==> src/rtl/id_pipe_pkg.sv <==
// rtl/id_pipe_pkg.sv - shared decode constants for the ID stage
//
// Purpose : MIPS opcode/func encodings, internal op codes carried to EX,
//           and the codebase's reset / write-enable constants.
// Ports   : none (package).
package id_pipe_pkg;

  // Codebase-wide control constants
  localparam logic RST_ENABLE    = 1'b1;
  localparam logic WRITE_ENABLE  = 1'b1;
  localparam logic WRITE_DISABLE = 1'b0;

  // Primary opcodes (inst[31:26])
  localparam logic [5:0] EXE_SPECIAL = 6'b000000;
  localparam logic [5:0] EXE_ADDIU   = 6'b001001;
  localparam logic [5:0] EXE_ANDI    = 6'b001100;
  localparam logic [5:0] EXE_ORI     = 6'b001101;
  localparam logic [5:0] EXE_LUI     = 6'b001111;
  localparam logic [5:0] EXE_LW      = 6'b100011;
  localparam logic [5:0] EXE_SW      = 6'b101011;

  // SPECIAL func codes (inst[5:0])
  localparam logic [5:0] EXE_ADDU = 6'b100001;
  localparam logic [5:0] EXE_SUBU = 6'b100011;
  localparam logic [5:0] EXE_AND  = 6'b100100;
  localparam logic [5:0] EXE_OR   = 6'b100101;
  localparam logic [5:0] EXE_XOR  = 6'b100110;
  localparam logic [5:0] EXE_SLT  = 6'b101010;

  // Internal op codes handed to EX
  typedef enum logic [7:0] {
    OP_NOP   = 8'd0,
    OP_ADDIU = 8'd1,
    OP_ORI   = 8'd2,
    OP_ANDI  = 8'd3,
    OP_LUI   = 8'd4,
    OP_ADDU  = 8'd5,
    OP_SUBU  = 8'd6,
    OP_AND   = 8'd7,
    OP_OR    = 8'd8,
    OP_XOR   = 8'd9,
    OP_SLT   = 8'd10,
    OP_LW    = 8'd11,
    OP_SW    = 8'd12
  } id_op_e;

endpackage

==> src/rtl/id_fwd_mux.sv <==
// rtl/id_fwd_mux.sv - operand-select priority mux for one register source
//
// Purpose : picks the operand for one source register: r0 -> 0, then the
//           instruction in ID/EX, then the MEM stage, then the regfile.
// Ports   : addr_i        source register address (0 when port unused)
//           ex_fwd_en_i   ID/EX holds a forwardable writer (valid, we, not LW)
//           ex_waddr_i    ID/EX destination
//           ex_fwd_data_i EX result of the ID/EX instruction
//           mem_we_i / mem_waddr_i / mem_wdata_i  MEM-stage writeback
//           rf_data_i     regfile read data
//           data_o        selected operand
module id_fwd_mux
  import id_pipe_pkg::*;
#(
  parameter int DATA_W = 32,
  parameter int REG_AW = 5
) (
  input  logic [REG_AW-1:0] addr_i,
  input  logic              ex_fwd_en_i,
  input  logic [REG_AW-1:0] ex_waddr_i,
  input  logic [DATA_W-1:0] ex_fwd_data_i,
  input  logic              mem_we_i,
  input  logic [REG_AW-1:0] mem_waddr_i,
  input  logic [DATA_W-1:0] mem_wdata_i,
  input  logic [DATA_W-1:0] rf_data_i,
  output logic [DATA_W-1:0] data_o
);

  always_comb begin
    data_o = rf_data_i;
    if (addr_i == '0) begin
      data_o = '0;
    end else if (ex_fwd_en_i && (ex_waddr_i == addr_i)) begin
      data_o = ex_fwd_data_i;
    end else if ((mem_we_i == WRITE_ENABLE) && (mem_waddr_i == addr_i)) begin
      data_o = mem_wdata_i;
    end
  end

endmodule

==> src/rtl/id_pipe.sv <==
// rtl/id_pipe.sv - MIPS-subset decode stage with ID/EX register
//
// Purpose : decodes the IF instruction, reads the regfile, resolves hazards
//           by forwarding or a load-use bubble, and registers the result in
//           ID/EX with valid/ready handshakes on both sides.
// Option  : ID_ILLEGAL_TRAP_EN - flag unknown ops on ex_illegal and count
//           accepted illegal instructions in a saturating 8-bit counter.
// Ports   : clk, rst (sync, active-high), flush (kill ID/EX)
//           if_valid / id_ready / if_inst_addr / if_inst   IF side
//           reg1/2_addr_o, reg1/2_data_i                   regfile read ports
//           ex_fwd_data, mem_we/mem_waddr/mem_wdata        forwarding sources
//           ex_ready / ex_valid / ex_*                     EX side
module id_pipe
  import id_pipe_pkg::*;
#(
  parameter int DATA_W = 32,
  parameter int REG_AW = 5,
  parameter int ADDR_W = 32,
  parameter int OP_W   = 8
) (
  input  logic              clk,
  input  logic              rst,
  input  logic              flush,
  input  logic              if_valid,
  output logic              id_ready,
  input  logic [ADDR_W-1:0] if_inst_addr,
  input  logic [31:0]       if_inst,
  output logic [REG_AW-1:0] reg1_addr_o,
  output logic [REG_AW-1:0] reg2_addr_o,
  input  logic [DATA_W-1:0] reg1_data_i,
  input  logic [DATA_W-1:0] reg2_data_i,
  input  logic [DATA_W-1:0] ex_fwd_data,
  input  logic              mem_we,
  input  logic [REG_AW-1:0] mem_waddr,
  input  logic [DATA_W-1:0] mem_wdata,
  input  logic              ex_ready,
  output logic              ex_valid,
  output logic [OP_W-1:0]   ex_inst_op,
  output logic [DATA_W-1:0] ex_reg1_data,
  output logic [DATA_W-1:0] ex_reg2_data,
  output logic [DATA_W-1:0] ex_store_data,
  output logic              ex_we,
  output logic [REG_AW-1:0] ex_waddr,
  output logic [ADDR_W-1:0] ex_inst_addr,
  output logic              ex_illegal
);

  // Instruction fields
  logic [5:0]        opcode;
  logic [5:0]        func;
  logic [15:0]       imm;
  logic [REG_AW-1:0] rs;
  logic [REG_AW-1:0] rt;
  logic [REG_AW-1:0] rd;

  assign opcode = if_inst[31:26];
  assign func   = if_inst[5:0];
  assign imm    = if_inst[15:0];
  assign rs     = REG_AW'(if_inst[25:21]);
  assign rt     = REG_AW'(if_inst[20:16]);
  assign rd     = REG_AW'(if_inst[15:11]);

  logic [DATA_W-1:0] imm_sext;
  logic [DATA_W-1:0] imm_zext;
  logic [DATA_W-1:0] imm_lui;

  assign imm_sext = {{(DATA_W-16){imm[15]}}, imm};
  assign imm_zext = {{(DATA_W-16){1'b0}}, imm};
  assign imm_lui  = {imm, {(DATA_W-16){1'b0}}};

  // Decode results
  id_op_e            dec_op;
  logic              dec_re1;
  logic              dec_re2;
  logic              dec_we;
  logic [REG_AW-1:0] dec_waddr;
  logic              dec_use_imm;
  logic [DATA_W-1:0] dec_imm;
  logic              dec_illegal;

  always_comb begin
    dec_op      = OP_NOP;
    dec_re1     = 1'b0;
    dec_re2     = 1'b0;
    dec_we      = WRITE_DISABLE;
    dec_waddr   = '0;
    dec_use_imm = 1'b0;
    dec_imm     = '0;
    dec_illegal = 1'b0;
    unique case (opcode)
      EXE_SPECIAL: begin
        dec_re1   = 1'b1;
        dec_re2   = 1'b1;
        dec_we    = WRITE_ENABLE;
        dec_waddr = rd;
        unique case (func)
          EXE_ADDU: dec_op = OP_ADDU;
          EXE_SUBU: dec_op = OP_SUBU;
          EXE_AND:  dec_op = OP_AND;
          EXE_OR:   dec_op = OP_OR;
          EXE_XOR:  dec_op = OP_XOR;
          EXE_SLT:  dec_op = OP_SLT;
          default: begin
            // Unknown func: a NOP that reads and writes nothing
            dec_re1     = 1'b0;
            dec_re2     = 1'b0;
            dec_we      = WRITE_DISABLE;
            dec_waddr   = '0;
            dec_illegal = 1'b1;
          end
        endcase
      end
      EXE_ADDIU: begin
        dec_op = OP_ADDIU; dec_re1 = 1'b1; dec_we = WRITE_ENABLE;
        dec_waddr = rt; dec_use_imm = 1'b1; dec_imm = imm_sext;
      end
      EXE_ORI: begin
        dec_op = OP_ORI; dec_re1 = 1'b1; dec_we = WRITE_ENABLE;
        dec_waddr = rt; dec_use_imm = 1'b1; dec_imm = imm_zext;
      end
      EXE_ANDI: begin
        dec_op = OP_ANDI; dec_re1 = 1'b1; dec_we = WRITE_ENABLE;
        dec_waddr = rt; dec_use_imm = 1'b1; dec_imm = imm_zext;
      end
      EXE_LUI: begin
        dec_op = OP_LUI; dec_we = WRITE_ENABLE;
        dec_waddr = rt; dec_use_imm = 1'b1; dec_imm = imm_lui;
      end
      EXE_LW: begin
        dec_op = OP_LW; dec_re1 = 1'b1; dec_we = WRITE_ENABLE;
        dec_waddr = rt; dec_use_imm = 1'b1; dec_imm = imm_sext;
      end
      EXE_SW: begin
        dec_op = OP_SW; dec_re1 = 1'b1; dec_re2 = 1'b1;
        dec_use_imm = 1'b1; dec_imm = imm_sext;
      end
      default: dec_illegal = 1'b1;
    endcase
  end

  // Unused read ports present address 0 so they never forward or stall
  assign reg1_addr_o = dec_re1 ? rs : '0;
  assign reg2_addr_o = dec_re2 ? rt : '0;

  // ID/EX register
  logic              ex_valid_q;
  id_op_e            ex_op_q;
  logic [DATA_W-1:0] ex_reg1_q;
  logic [DATA_W-1:0] ex_reg2_q;
  logic [DATA_W-1:0] ex_store_q;
  logic              ex_we_q;
  logic [REG_AW-1:0] ex_waddr_q;
  logic [ADDR_W-1:0] ex_pc_q;

  // A load's data is not ready in EX, so it is never forwarded from there
  logic ex_fwd_en;
  assign ex_fwd_en = ex_valid_q && ex_we_q && (ex_op_q != OP_LW);

  logic [DATA_W-1:0] src1_data;
  logic [DATA_W-1:0] src2_data;

  id_fwd_mux #(.DATA_W(DATA_W), .REG_AW(REG_AW)) u_fwd1 (
    .addr_i        (reg1_addr_o),
    .ex_fwd_en_i   (ex_fwd_en),
    .ex_waddr_i    (ex_waddr_q),
    .ex_fwd_data_i (ex_fwd_data),
    .mem_we_i      (mem_we),
    .mem_waddr_i   (mem_waddr),
    .mem_wdata_i   (mem_wdata),
    .rf_data_i     (reg1_data_i),
    .data_o        (src1_data)
  );

  id_fwd_mux #(.DATA_W(DATA_W), .REG_AW(REG_AW)) u_fwd2 (
    .addr_i        (reg2_addr_o),
    .ex_fwd_en_i   (ex_fwd_en),
    .ex_waddr_i    (ex_waddr_q),
    .ex_fwd_data_i (ex_fwd_data),
    .mem_we_i      (mem_we),
    .mem_waddr_i   (mem_waddr),
    .mem_wdata_i   (mem_wdata),
    .rf_data_i     (reg2_data_i),
    .data_o        (src2_data)
  );

  // Values loaded into ID/EX on accept
  logic [DATA_W-1:0] ex_reg2_d;
  logic [DATA_W-1:0] ex_store_d;
  logic              ex_we_d;

  assign ex_reg2_d  = dec_use_imm ? dec_imm : src2_data;
  assign ex_store_d = (dec_op == OP_SW) ? src2_data : '0;
  assign ex_we_d    = dec_we && (dec_waddr != '0);

  // Address-0 read ports can never match because ex_waddr_q != 0 is required
  logic load_use;
  assign load_use = ex_valid_q && (ex_op_q == OP_LW) && (ex_waddr_q != '0) &&
                    ((reg1_addr_o == ex_waddr_q) || (reg2_addr_o == ex_waddr_q));

  logic accept;
  assign id_ready = (rst != RST_ENABLE) && !flush && !load_use &&
                    (ex_ready || !ex_valid_q);
  assign accept   = if_valid && id_ready;

  always_ff @(posedge clk) begin
    if (rst == RST_ENABLE) begin
      ex_valid_q <= 1'b0;
      ex_op_q    <= OP_NOP;
      ex_reg1_q  <= '0;
      ex_reg2_q  <= '0;
      ex_store_q <= '0;
      ex_we_q    <= WRITE_DISABLE;
      ex_waddr_q <= '0;
      ex_pc_q    <= '0;
    end else if (flush) begin
      ex_valid_q <= 1'b0;
    end else if (!ex_ready && ex_valid_q) begin
      ex_valid_q <= ex_valid_q;
    end else if (load_use) begin
      ex_valid_q <= 1'b0;
    end else if (accept) begin
      ex_valid_q <= 1'b1;
      ex_op_q    <= dec_op;
      ex_reg1_q  <= src1_data;
      ex_reg2_q  <= ex_reg2_d;
      ex_store_q <= ex_store_d;
      ex_we_q    <= ex_we_d;
      ex_waddr_q <= dec_waddr;
      ex_pc_q    <= if_inst_addr;
    end else begin
      ex_valid_q <= 1'b0;
    end
  end

  assign ex_valid      = ex_valid_q;
  assign ex_inst_op    = OP_W'(ex_op_q);
  assign ex_reg1_data  = ex_reg1_q;
  assign ex_reg2_data  = ex_reg2_q;
  assign ex_store_data = ex_store_q;
  assign ex_we         = ex_we_q;
  assign ex_waddr      = ex_waddr_q;
  assign ex_inst_addr  = ex_pc_q;

`ifdef ID_ILLEGAL_TRAP_EN
  logic       ex_illegal_q;
  logic [7:0] illegal_cnt_q;

  // accept is only true in the load branch above, so it tracks ID/EX loads
  always_ff @(posedge clk) begin
    if (rst == RST_ENABLE) begin
      ex_illegal_q  <= 1'b0;
      illegal_cnt_q <= '0;
    end else if (accept) begin
      ex_illegal_q <= dec_illegal;
      if (dec_illegal && (illegal_cnt_q != 8'hFF)) begin
        illegal_cnt_q <= illegal_cnt_q + 8'd1;
      end
    end
  end

  assign ex_illegal = ex_illegal_q;

  logic unused_bits;
  assign unused_bits = ^{if_inst[10:6]};
`else
  assign ex_illegal = 1'b0;

  logic unused_bits;
  assign unused_bits = ^{if_inst[10:6], dec_illegal};
`endif

endmodule

==> config.mk <==
export PLATFORM = sky130hd
export DESIGN_NAME = id_pipe
export DESIGN_NICKNAME = d
export VERILOG_FILES = /design/src/rtl/id_pipe_pkg.sv /design/src/rtl/id_fwd_mux.sv /design/src/rtl/id_pipe.sv
export SDC_FILE = /design/constraint.sdc
export NUM_CORES = 1
export LEC_CHECK = 0
export CAP_MARGIN = 40
export CORE_AREA = 2 2 141 143
export CTS_CLUSTER_SIZE = 28
export DETAILED_ROUTE_END_ITERATION = 10
export DIE_AREA = 0 0 143 145
export PLACE_DENSITY = 0.74
export SLEW_MARGIN = 30
export SYNTH_ARGS = -nofsm -noshare
export SYNTH_HDL_FRONTEND = slang
export SYNTH_SLANG_ARGS = --single-unit
export TNS_END_PERCENT = 5
==> constraint.sdc <==
create_clock -name clk -period 5 [get_ports clk]
set_input_delay 0.75 -clock clk [delete_from_list [all_inputs] [get_ports clk]]
set_output_delay 0.75 -clock clk [all_outputs]
set_load 0.01 [all_outputs]
==> results of run 1 <==
## logic make-up (layout without fill, tap and decap cells)
kind of cell	after synthesis	in the layout	share of synthesized area
AOI/OAI and AO/OA	225	225	0.241
and+or+nand+nor	225	225	0.136
DFF	139	139	0.369
muxes	129	129	0.182
buffers and inverters	92	424	0.0634
xor gates and xnor gates	7	7	0.00813
other	1	5	0.000498
## per-layer routing
layer	track usage	wire, um	share of wire	up-vias
li1	-	-	-	3678
met1	0.326	11700	0.40	3647
met2	0.455	13900	0.48	349
met3	0.0861	2470	0.085	59
met4	0.118	1120	0.038	0
met5	0	0	0	-
## registers in the layout, summed over array words and instances (netlist names)
signal	count
ex_waddr	5
ex_reg1_data	32
ex_inst_op	4
ex_inst_addr	32
ex_we	1
ex_valid	1
ex_reg2_data	32
ex_store_data	32
## power breakdown
part           switching [mW]  internal [mW]  leakage (nW)
sequential             0.0162           1.13          1.13
combinational           0.217          0.271          2.80
clock                   0.511          0.665         0.253
## worst register-to-register path, cell delays in order (launching register included)
cell and delay, ns:
dfxtp_1 0.40, nor4_1 0.53, a211oi_1 0.10, a221o_1 0.33
a211oi_4 0.16, buf_4 0.22, and2_1 0.30, buf_4 0.40
a221oi_1 0.17, a211oi_1 0.29
## layout make-up
cell class / count / area [um2] / area share
Multi-Input combinational cell: 591 / 4310 / 0.367
Timing Repair Buffer: 374 / 3700 / 0.315
Sequential cell: 139 / 2780 / 0.237
Clock buffer: 20 / 457 / 0.0389
Tap cell: 265 / 332 / 0.0282
Clock inverter: 11 / 88.8 / 0.00756
Inverter: 19 / 71.3 / 0.00607
## worst min path at each step
stage                           from  depth (start not counted)                to
floorplan            ex_inst_addr[0]                          2   ex_inst_addr[0]
global placement    ex_inst_addr[25]                          2  ex_inst_addr[25]
detailed placement  ex_store_data[9]                          1  ex_store_data[9]
CTS                 ex_inst_addr[21]                          2  ex_inst_addr[21]
global route         ex_inst_addr[1]                          2   ex_inst_addr[1]
finish               ex_inst_addr[0]                          2   ex_inst_addr[0]
## layout by cell type, fill, tap and decap left out, types with 3 or more instances in the layout
cell,n
clkdlybuf4s50_1,351
dfxtp_1,139
nand2_1,112
mux2i_1,65
mux2_2,59
o2bb2ai_1,57
nor2_1,56
a21oi_1,41
a221oi_1,24
a211oi_1,21
buf_4,21
inv_1,19
clkbuf_16,17
a22oi_1,16
a311oi_1,16
nor3_1,13
and2_1,7
o2bb2ai_2,7
xnor2_1,6
o22ai_1,5
mux2_1,5
conb_1,5
clkinvlp_4,5
nand3_1,4
o21ai_0,4
and3_1,3
o21bai_1,3
o211ai_1,3
nor4_1,3
a22o_1,3
a31oi_1,3
inv_6,3
==> impl_metrics.json, run 1 <==
{
  "outcome": "finished clean",
  "tritoncts": "built",
  "p_leak_nw": 4.18,
  "gp_congestion": 0.898,
  "mappedNetlistArea_um2": 7540,
  "cp_cell_sequence": "clkdlybuf4s50_1 -> or3b_4 -> o22ai_2 -> a21oi_1 -> buf_4 -> nor3_1 -> o2111ai_2 -> and3_1 -> clkdlybuf4s50_1",
  "final_util": 0.611,
  "slew_headroom": 0.443,
  "synthCells": 818,
  "cpMostUsedCell": "clkdlybuf4s50_1",
  "cts_resized": 0,
  "yosysUniqueCellTypes": 73,
  "placed_area_um2": 11200,
  "io_pins": 358,
  "tightestPinTransition_ns": 0.835,
  "synth_top_area_share": 0.369,
  "finalPower_mw": 2.82,
  "path_class": "in2out",
  "cts.clk_slew.worst_paths_ns": 0.06,
  "postCtsSetupRepairBufs": 0,
  "finClkSkew_ns": 0.0118,
  "cp_max_fo": 7,
  "ys_seq_area_frac": 0.369,
  "root_buffer": "clkbuf_16",
  "fin_hold_ws_ns": 0.453,
  "num_antenna_cells": 0,
  "area_growth_pct": 55.8,
  "nets": 1345,
  "finalSetupTns_ns": 0,
  "grt_pass1_wl_um": 43900,
  "die_y_um": 145,
  "finalHoldViolations": 0,
  "n_fill_cell": 1679,
  "reg2reg_to": "ex_reg2_data[9]",
  "critPathCaptureType": "output port",
  "stdcell_count": 1419,
  "crit_start": "if_inst[29]",
  "fmax_mhz": 230,
  "synth_edf_count": 0,
  "antenna_found_initial": 0,
  "grt_max_degree": 77,
  "synthArstFlopShare": 0,
  "synth_ff_type": "dfxtp_1",
  "cp_num_cells": 9,
  "vias": 7733,
  "hp-class": "reg2reg",
  "required_ns": 4.25,
  "cp_num_buf_inv": 3,
  "yosysWarnings": 0,
  "maxCapViolCount": 0,
  "crit_path_end": "id_ready",
  "insertion_delay_ns": 0.42,
  "reg2regPathDepth": 9,
  "synth_area_leader_cell": "dfxtp_1",
  "rsz0062_at_grt": "false",
  "setup_viol": 0,
  "critical-path-top-delay-family": "buffers and inverters",
  "cp.arrival_ns": 3.60,
  "vias_per_cell": 5.45,
  "row_count": 51,
  "clock-sinks": 139,
  "core_area_um2": 19200,
  "grt_usage": 0.275,
  "place_ws_ns": 0.663,
  "start_kind": "input port",
  "fin_crit_sh": 0.869,
  "die-area_um2": 20700,
  "io_buffers": 352,
  "syn_area_per_cell_um2": 9.21,
  "critical_path.max_stage_delay_ns": 0.58,
  "firstDrtPassIters": 5,
  "die_w_um": 143,
  "synth_most_common_cell": "dfxtp_1",
  "drt_iter0_drc": 415,
  "grt_overflow_total": 0,
  "postLayoutSetupSlackWorst_ns": 0.653,
  "reg2reg_slack_ns": 2.01,
  "maxSlewViolCount": 0,
  "ys_ff_latch": 139,
  "final_layout_size_suffix_gt1_frac": 0.120,
  "ys_top_cells_by_count": "dfxtp_1 (139), nand2_1 (112), mux2i_1 (65)",
  "grt_pass1_vias": 7596,
  "cts_buffers": 17,
  "cts_max_path_buffers": 2,
  "fin_crit_ns": 4.35,
  "drtAntennaViolNets": 0,
  "routed_wl_um": 29200,
  "routedWlPerCell_um": 20.6,
  "final_area_um2": 11700,
  "yosys-top-cells-area": "dfxtp_1 (37%), mux2_2 (8.8%), mux2i_1 (8.6%)",
  "dp_hpwl_um": 21600,
  "start_util": 0.392,
  "powerDensity_nw_per_um2": 240,
  "cts_hold_buf": 0,
  "htree_levels": 4,
  "rr_startpoint": "ex_waddr[1]",
  "ir_worst_vdd_mv": 0.230,
  "crit_slowest_cell": "clkdlybuf4s50_1",
  "dp.cells": 1387,
  "drc": 0
}
No activity file was read; power rests on OpenSTA's default activity.
==> inputs of run 2 (changes only) <==
--- a/config.mk
+++ b/config.mk
@@ -10,6 +10,7 @@
 export CTS_CLUSTER_SIZE = 28
 export DETAILED_ROUTE_END_ITERATION = 10
 export DIE_AREA = 0 0 143 145
+export GPL_TIMING_DRIVEN = 0
 export PLACE_DENSITY = 0.74
 export SLEW_MARGIN = 30
 export SYNTH_ARGS = -nofsm -noshare
==> run 2 against run 1 <==
Net effect:
- setup slack worse by 0.045 ns
- power grew 3.5%
- largest cell class unchanged
- critical path type unchanged
- highest routed layer unchanged
- sequential power is essentially flat
==> impl_metrics.json, run 2 (synthesis gave the netlist of run 1 again) <==
{
  "multiInputGateArea_um2": 4300,
  "place_ws_ns": 0.542,
  "grt_overflow_total": 0,
  "grt_pass1_vias": 7950,
  "maxSlewViolCount": 0,
  "die_w_um": 143,
  "cp.arrival_ns": 3.64,
  "start_kind": "input port",
  "seq_area_um2": 2780,
  "cp_max_fo": 7,
  "final_layout_size_suffix_gt1_frac": 0.136,
  "setup_viol": 0,
  "grt_pass1_wl_um": 46300,
  "nets": 1392,
  "p_leak_nw": 4.33,
  "cts.clk_slew.worst_paths_ns": 0.06,
  "fin_crit_sh": 0.878,
  "cts_hold_buf": 0,
  "min_from": "ex_inst_addr[12]",
  "path_class": "in2out",
  "grt_max_degree": 17,
  "required_ns": 4.25,
  "cts_max_path_buffers": 2,
  "routedWlPerCell_um": 21.1,
  "ir_worst_vdd_mv": 0.233,
  "grt_usage": 0.292,
  "cts_buffers": 17,
  "insertion_delay_ns": 0.42,
  "finClkSkew_ns": 0.00844,
  "reg2reg_slack_ns": 1.89,
  "drc": 0,
  "vias": 7977,
  "routed_wl_um": 30900,
  "clock-sinks": 139,
  "die_y_um": 145,
  "n_fill_cell": 1676,
  "die-area_um2": 20700,
  "vias_per_cell": 5.44,
  "finalSetupTns_ns": 0,
  "finalHoldViolations": 0,
  "postCtsSetupRepairBufs": 0,
  "start_util": 0.392,
  "critPathCaptureType": "output port",
  "powerDensity_nw_per_um2": 244,
  "rr_startpoint": "ex_waddr[3]",
  "postLayoutSetupSlackWorst_ns": 0.608,
  "drt_iter0_drc": 528,
  "htree_levels": 4,
  "reg2regPathDepth": 10,
  "outcome": "finished clean",
  "num_antenna_cells": 0,
  "reg2reg_to": "ex_reg1_data[15]",
  "core_area_um2": 19200,
  "dp_hpwl_um": 24300,
  "layout_commonest_cell": "clkdlybuf4s50_1",
  "tritoncts": "built",
  "root_buffer": "clkbuf_16",
  "area_growth_pct": 58.5,
  "min_to": "ex_inst_addr[12]",
  "drtAntennaViolNets": 0,
  "tightestPinTransition_ns": 0.735,
  "fin_crit_ns": 4.39,
  "maxCapViolCount": 0,
  "gp_congestion": 0.927,
  "rsz0062_at_grt": "false",
  "final_cell_mix": "clkdlybuf4s50_1 (347), dfxtp_1 (139), nand2_1 (112)",
  "antenna_found_initial": 0,
  "io_buffers": 347,
  "row_count": 51,
  "io_pins": 358,
  "hold_depth": 2,
  "hp-class": "reg2reg",
  "finalPower_mw": 2.91,
  "slew_headroom": 0.507,
  "fin_hold_ws_ns": 0.452,
  "fmax_mhz": 228,
  "firstDrtPassIters": 5,
  "cts_resized": 0
}
run 2: final cells by class:
| type | count | share of cell area |
|---|---|---|
| multi-input cells | 591 | 0.360 |
| repair buffers | 348 | 0.291 |
| flip-flops and latches | 139 | 0.233 |
| clock buffers | 19 | 0.0371 |
| plain buffers | 73 | 0.0340 |
| well taps | 265 | 0.0278 |
| clock inverters | 12 | 0.0114 |
| inverters | 19 | 0.00597 |
run 2: worst max-delay path, cell delays in order:
cell and delay [ns]:
clkdlybuf4s50_1 0.69, nor4b_1 0.38, nand2_1 0.27, o21ai_2 0.36, nand3_2 0.16, a211o_1 0.36, and3_1 0.18, clkdlybuf4s50_1 0.50
run 2: routing by layer:
metal | share of wire | track usage | vias to the layer above
met1 | 0.40 | 0.360 | 3793
li1 | - | - | 3773
met3 | 0.085 | 0.0785 | 57
met2 | 0.48 | 0.487 | 354
met5 | 0 | 0 | -
met4 | 0.028 | 0.104 | 0
run 2: per-stage QoR:
| step | instance area [um2] | instances | utilization |
|---|---|---|---|
| after global routing | 11900 | 1466 | 0.622 |
| final | 11900 | 1466 | 0.622 |
| after global placement | 11400 | 1434 | 0.591 |
| after detailed placement | 11400 | 1435 | 0.592 |
| after floorplan | 7550 | 822 | - |
| after CTS | 11900 | 1466 | 0.622 |
run 2: worst max-delay path by stage:
| stage | depth (start not counted) | slack, ns | start | endpoint |
|---|---|---|---|---|
| 2_1_floorplan | 10 | 1.91 | if_inst[2] | ex_reg1_data[10] |
| 3_5_place_dp | 11 | 0.54 | if_inst[5] | ex_reg1_data[16] |
| 3_3_place_gp | 10 | 0.57 | if_inst[5] | ex_reg1_data[3] |
| 4_1_cts | 8 | 0.62 | if_inst[5] | id_ready |
| 5_1_grt | 8 | 0.44 | if_inst[5] | id_ready |
| 6_report | 8 | 0.61 | if_inst[5] | id_ready |
run 2: report_power, final:
part	switching, mW	internal (mW)	leakage, nW
Combinational	0.225	0.272	2.93
Sequential	0.0160	1.13	1.13
Clock	0.516	0.750	0.277
==> inputs of run 3 (changes only) <==
--- a/config.mk
+++ b/config.mk
@@ -12,7 +12,6 @@
 export DIE_AREA = 0 0 143 145
 export GPL_TIMING_DRIVEN = 0
 export PLACE_DENSITY = 0.74
-export SLEW_MARGIN = 30
 export SYNTH_ARGS = -nofsm -noshare
 export SYNTH_HDL_FRONTEND = slang
 export SYNTH_SLANG_ARGS = --single-unit
==> run 3 against run 2 <==
Net effect:
- clock-buffer cell count fell by 1
- non-clock buffer count is 1 higher
- largest power group unchanged
- global-route usage increased by 0.25 points
- critical endpoint unchanged
- die area stayed put
- final cell count is essentially flat
- core utilization rose by 0.39 points
- wire length rose by 0.13%
- critical path depth unchanged
- hold slack about the same
==> impl_metrics.json, run 3 (synthesis gave the netlist of run 1 again) <==
{
  "clock-sinks": 139,
  "vias": 8017,
  "critPathCaptureType": "output port",
  "tritoncts": "built",
  "insertion_delay_ns": 0.43,
  "core_area_um2": 19200,
  "cts_resized": 0,
  "layout_commonest_cell": "clkdlybuf4s50_1",
  "cts.clk_slew.worst_paths_ns": 0.06,
  "ir_worst_vdd_mv": 0.230,
  "area_growth_pct": 59.5,
  "routed_wl_um": 30900,
  "drc": 0,
  "cp_cell_sequence": "clkdlybuf4s50_1 -> nor4b_1 -> nand2_1 -> o21ai_2 -> nand3_2 -> a211o_1 -> and3_1 -> clkdlybuf4s50_1",
  "cp.arrival_ns": 3.63,
  "drt_iter0_drc": 573,
  "die_w_um": 143,
  "finClkSkew_ns": 0.0102,
  "grt_overflow_total": 0,
  "cp_num_buf_inv": 2,
  "critical_path.max_stage_delay_ns": 0.67,
  "maxCapViolCount": 0,
  "path_class": "in2out",
  "nets": 1393,
  "cts_hold_buf": 0,
  "cts_buffers": 17,
  "fin_crit_sh": 0.877,
  "vias_per_cell": 5.46,
  "finalHoldViolations": 0,
  "outcome": "finished clean",
  "critical-path-top-delay-family": "buffers and inverters",
  "final_layout_size_suffix_gt1_frac": 0.136,
  "cts_max_path_buffers": 2,
  "tightestPinTransition_ns": 0.707,
  "io_pins": 358,
  "final_util": 0.626,
  "start_kind": "input port",
  "die-area_um2": 20700,
  "row_count": 51,
  "rsz0062_at_grt": "false",
  "required_ns": 4.25,
  "die_y_um": 145,
  "setup_viol": 0,
  "fmax_mhz": 228,
  "gp_congestion": 0.927,
  "n_fill_cell": 1639,
  "antenna_found_initial": 0,
  "drtAntennaViolNets": 0,
  "grt_pass1_vias": 7937,
  "finalPower_mw": 3.06,
  "grt_usage": 0.295,
  "cpMostUsedCell": "clkdlybuf4s50_1",
  "powerDensity_nw_per_um2": 255,
  "root_buffer": "clkbuf_16",
  "finalSetupTns_ns": 0,
  "num_antenna_cells": 0,
  "postCtsSetupRepairBufs": 0,
  "slew_headroom": 0.529,
  "grt_max_degree": 17,
  "crit_slowest_cell": "clkdlybuf4s50_1",
  "fin_crit_ns": 4.38,
  "htree_levels": 4,
  "maxSlewViolCount": 0,
  "dp_hpwl_um": 24300,
  "grt_pass1_wl_um": 46700,
  "firstDrtPassIters": 5,
  "fin_hold_ws_ns": 0.452,
  "io_buffers": 347,
  "routedWlPerCell_um": 21.1,
  "cp_max_fo": 7,
  "final_cell_mix": "clkdlybuf4s50_1 (347), dfxtp_1 (139), nand2_1 (112)",
  "p_leak_nw": 4.37,
  "start_util": 0.392,
  "hp-class": "reg2reg"
}
run 3: cell types whose count changed in the layout (fill, tap and decap cells not counted), sizes merged:
| cell | change |
|---|---|
| inv | -1 |
| clkinv | -1 |
| clkbuf | -1 |
| bufinv | +3 |
| buf | +1 |
run 3: area by class of cell:
cell class	instances	area [um2]	share of cell area
multi-input cells	591	4290	0.357
repair buffers	349	3480	0.290
flip-flops and latches	139	2780	0.231
clock buffers	18	439	0.0365
plain buffers	73	407	0.0338
well taps	265	332	0.0276
clock inverters	13	213	0.0177
inverters	19	71.3	0.00593
run 3: path summary, 6_finish.rpt:
check | startpoint | end | slack [ns] | cells after the start
worst max-delay path | if_inst[5] | id_ready | 0.62 | 8
worst min-delay path | ex_inst_addr[28] | ex_inst_addr[28] | 0.45 | 2
worst max register to register | ex_waddr[3] | ex_reg1_data[14] | 1.89 | 10
worst min register to register | ex_inst_addr[28] | ex_inst_addr[28] | 0.45 | 2
run 3: per-layer routing:
layer | up-vias | GRT usage | share of wire
met5 | - | 0 | 0
met4 | 0 | 0.105 | 0.028
met3 | 59 | 0.0726 | 0.081
met2 | 380 | 0.499 | 0.49
met1 | 3798 | 0.360 | 0.40
li1 | 3780 | - | -
run 3: stage by stage:
| stage | cell area [um2] | std cells | worst slack [ns] |
|---|---|---|---|
| global placement | 11400 | 1434 | 0.573 |
| CTS | 12000 | 1467 | 0.638 |
| detailed placement | 11400 | 1436 | 0.562 |
| floorplan | 7550 | 822 | 1.91 |
| global route | 12000 | 1467 | 0.442 |
| finish | 12000 | 1467 | 0.615 |
run 3: worst reg2reg max path: cells and delay by family, from the launching register on:
family	cells	cell delay, ns
DFF	1	0.31
and+or+nand+nor	3	0.84
buffers and inverters	3	0.88
AOI/OAI and AO/OA	4	0.94
run 3: power breakdown:
group / internal, mW / leakage, nW / switching, mW
logic: 0.272 / 2.93 / 0.224
registers: 1.13 / 1.13 / 0.0160
clock network: 0.900 / 0.309 / 0.516
==> patch, RTL diff (flow settings as in run 1) <==
`OP_W`: 8 -> 10.
--- a/src/rtl/id_pipe.sv
+++ b/src/rtl/id_pipe.sv
@@ -16,7 +16,7 @@
   parameter int DATA_W = 32,
   parameter int REG_AW = 5,
   parameter int ADDR_W = 32,
-  parameter int OP_W   = 8
+  parameter int OP_W   = 10
 ) (
   input  logic              clk,
   input  logic              rst,
Ports: changed (resized ex_inst_op); port bits go from 358 to 360. No check against the original RTL was run, so the function may have changed too.
==> patch against run 1 <==
  * Worst setup slack worse by 0.13 ns
  * Routed wire length is essentially flat
  * Synthesized area rose by 0.20%
  * Sequential cell count is the same
  * Power increased by 1.2%
  * Die area is the same
  * Highest routed layer unchanged
  * Critical path type unchanged
  * Sequential power hardly changed
  * Design area is essentially flat
==> patch: results (changes against run 1) <==
CP startpoint if_inst[5]; wire per inst 20.60 microns (+0.13%); Ant. Diodes 0 (unchanged); placed insts 1384 (-0.22%); worst hold-check path type flop to flop; Setup Buffers After CTS 0 (unchanged); pin slew with the least headroom to its limit 0.8665 ns (+0.03119 ns); post-DR vias/cell 5.453 (about the same); fill count 1662 (-1.0%); WHS Endpoint ex_inst_addr[24]; VDD IR max 0.2167 mV (-5.6%); Critical Path AT 3.73 ns (+0.13 ns); GP Congestion 0.8742 (-2.6%); Synth area leaders dfxtp_1 37%, mux2_2 8.8%, mux2i_1 8.6%; P_leak 4.178 nW (about the same); total track usage 27.67% (+0.16 points); Cell Area, Placed 11170 sq um (about the same); layout cells sized above 1 11.72% (-0.33 points); sequential share of the synthesized area 36.85% (-0.073 points); DP HPWL 21480 microns (-0.38%); Clock transition at path regs 0.06 ns (about the same); Final Net Count 1342 (-0.22%); worst reg2reg setup slack 2.09 ns (+0.08 ns); clk_skew 0.01037 ns (-0.001397 ns); hold path startpoint ex_inst_addr[24]; Synth Flop Type dfxtp_1; synth unique cells 73 (unchanged); synth warn 0 (unchanged); via count 7727 (-0.078%); number of CTS-inserted buffers 17 (unchanged); slowest CP cell clkdlybuf4s50_1; run status complete, no violations; Hold Crit Depth 2 (unchanged); Critical Path Sink id_ready; root buf cell clkbuf_16; reg2reg path depth 9 (unchanged); Worst-Skew Late Latency about 0.43 ns; initial DRC count 431 (+3.9%); highest net fanout along the worst path 7 (unchanged); antenna violations before repair 0 (unchanged); # port buffers 352 (unchanged); vias in the first global route 7496 (-1.3%); Worst path max stage delay 0.74 ns (+0.16 ns); global-route wire length before repair 44100 microns (+0.50%); worst flop-to-flop path endpoint ex_reg1_data[2]; Syn Area/Cell 9.210 sq um (about the same); drt pass-1 iters 6 (+1)
patch: worst max-delay path: cells and delay by family:
kind                   cells  cell delay [ns]
AOI/OAI and AO/OA          2             0.72
buffers and inverters      2             1.25
and+or+nand+nor            4             1.01
patch: cell type report:
type | count | area [sq um] | share of cell area, %
tap | 265 | 331.6 | 2.823
multi-input combinational | 593 | 4322 | 36.80
clock buffer | 19 | 432.9 | 3.686
inverter | 19 | 71.32 | 0.6073
sequential | 139 | 2783 | 23.69
clock inverter | 13 | 120.1 | 1.023
timing repair buffer | 369 | 3684 | 31.37
patch: report_power, final:
| group | switching, mW | internal [mW] | leakage [nW] |
|---|---|---|---|
| logic | 0.217 | 0.270 | 2.79 |
| clock network | 0.523 | 0.688 | 0.264 |
| registers | 0.0170 | 1.13 | 1.13 |
| total | 0.757 | 2.09 | 4.18 |
patch: kinds of logic (layout without fill, tap and decap cells):
family                 Yosys count  count (layout)  share of synthesized area [%]
multiplexers                   129             129                          18.16
buffers and inverters           94             420                          6.527
AO/OA/AOI/OAI                  225             225                          24.02
flip-flops                     139             139                          36.85
AND/OR/NAND/NOR                225             225                          13.59
other                            1               7                        0.04965
XOR/XNOR                         7               7                         0.8118
patch: metrics by stage:
step           hold slack, ns  worst slack [ns]  utilization [%]
2_1_floorplan          0.4805             1.907                -
3_3_place_gp           0.4414            0.5145            58.15
3_5_place_dp           0.4457            0.4004            58.16
4_1_cts                0.4546            0.5110            61.04
5_1_grt                0.4719            0.4036            61.14
6_report               0.4511            0.5185            61.14
patch: layer usage:
| layer | wire [microns] | GRT usage [%] |
|---|---|---|
| met3 | 2451 | 7.888 |
| met2 | 14220 | 46.60 |
| met4 | 798 | 9.554 |
| met1 | 11730 | 33.53 |
| met5 | 0 | 0 |
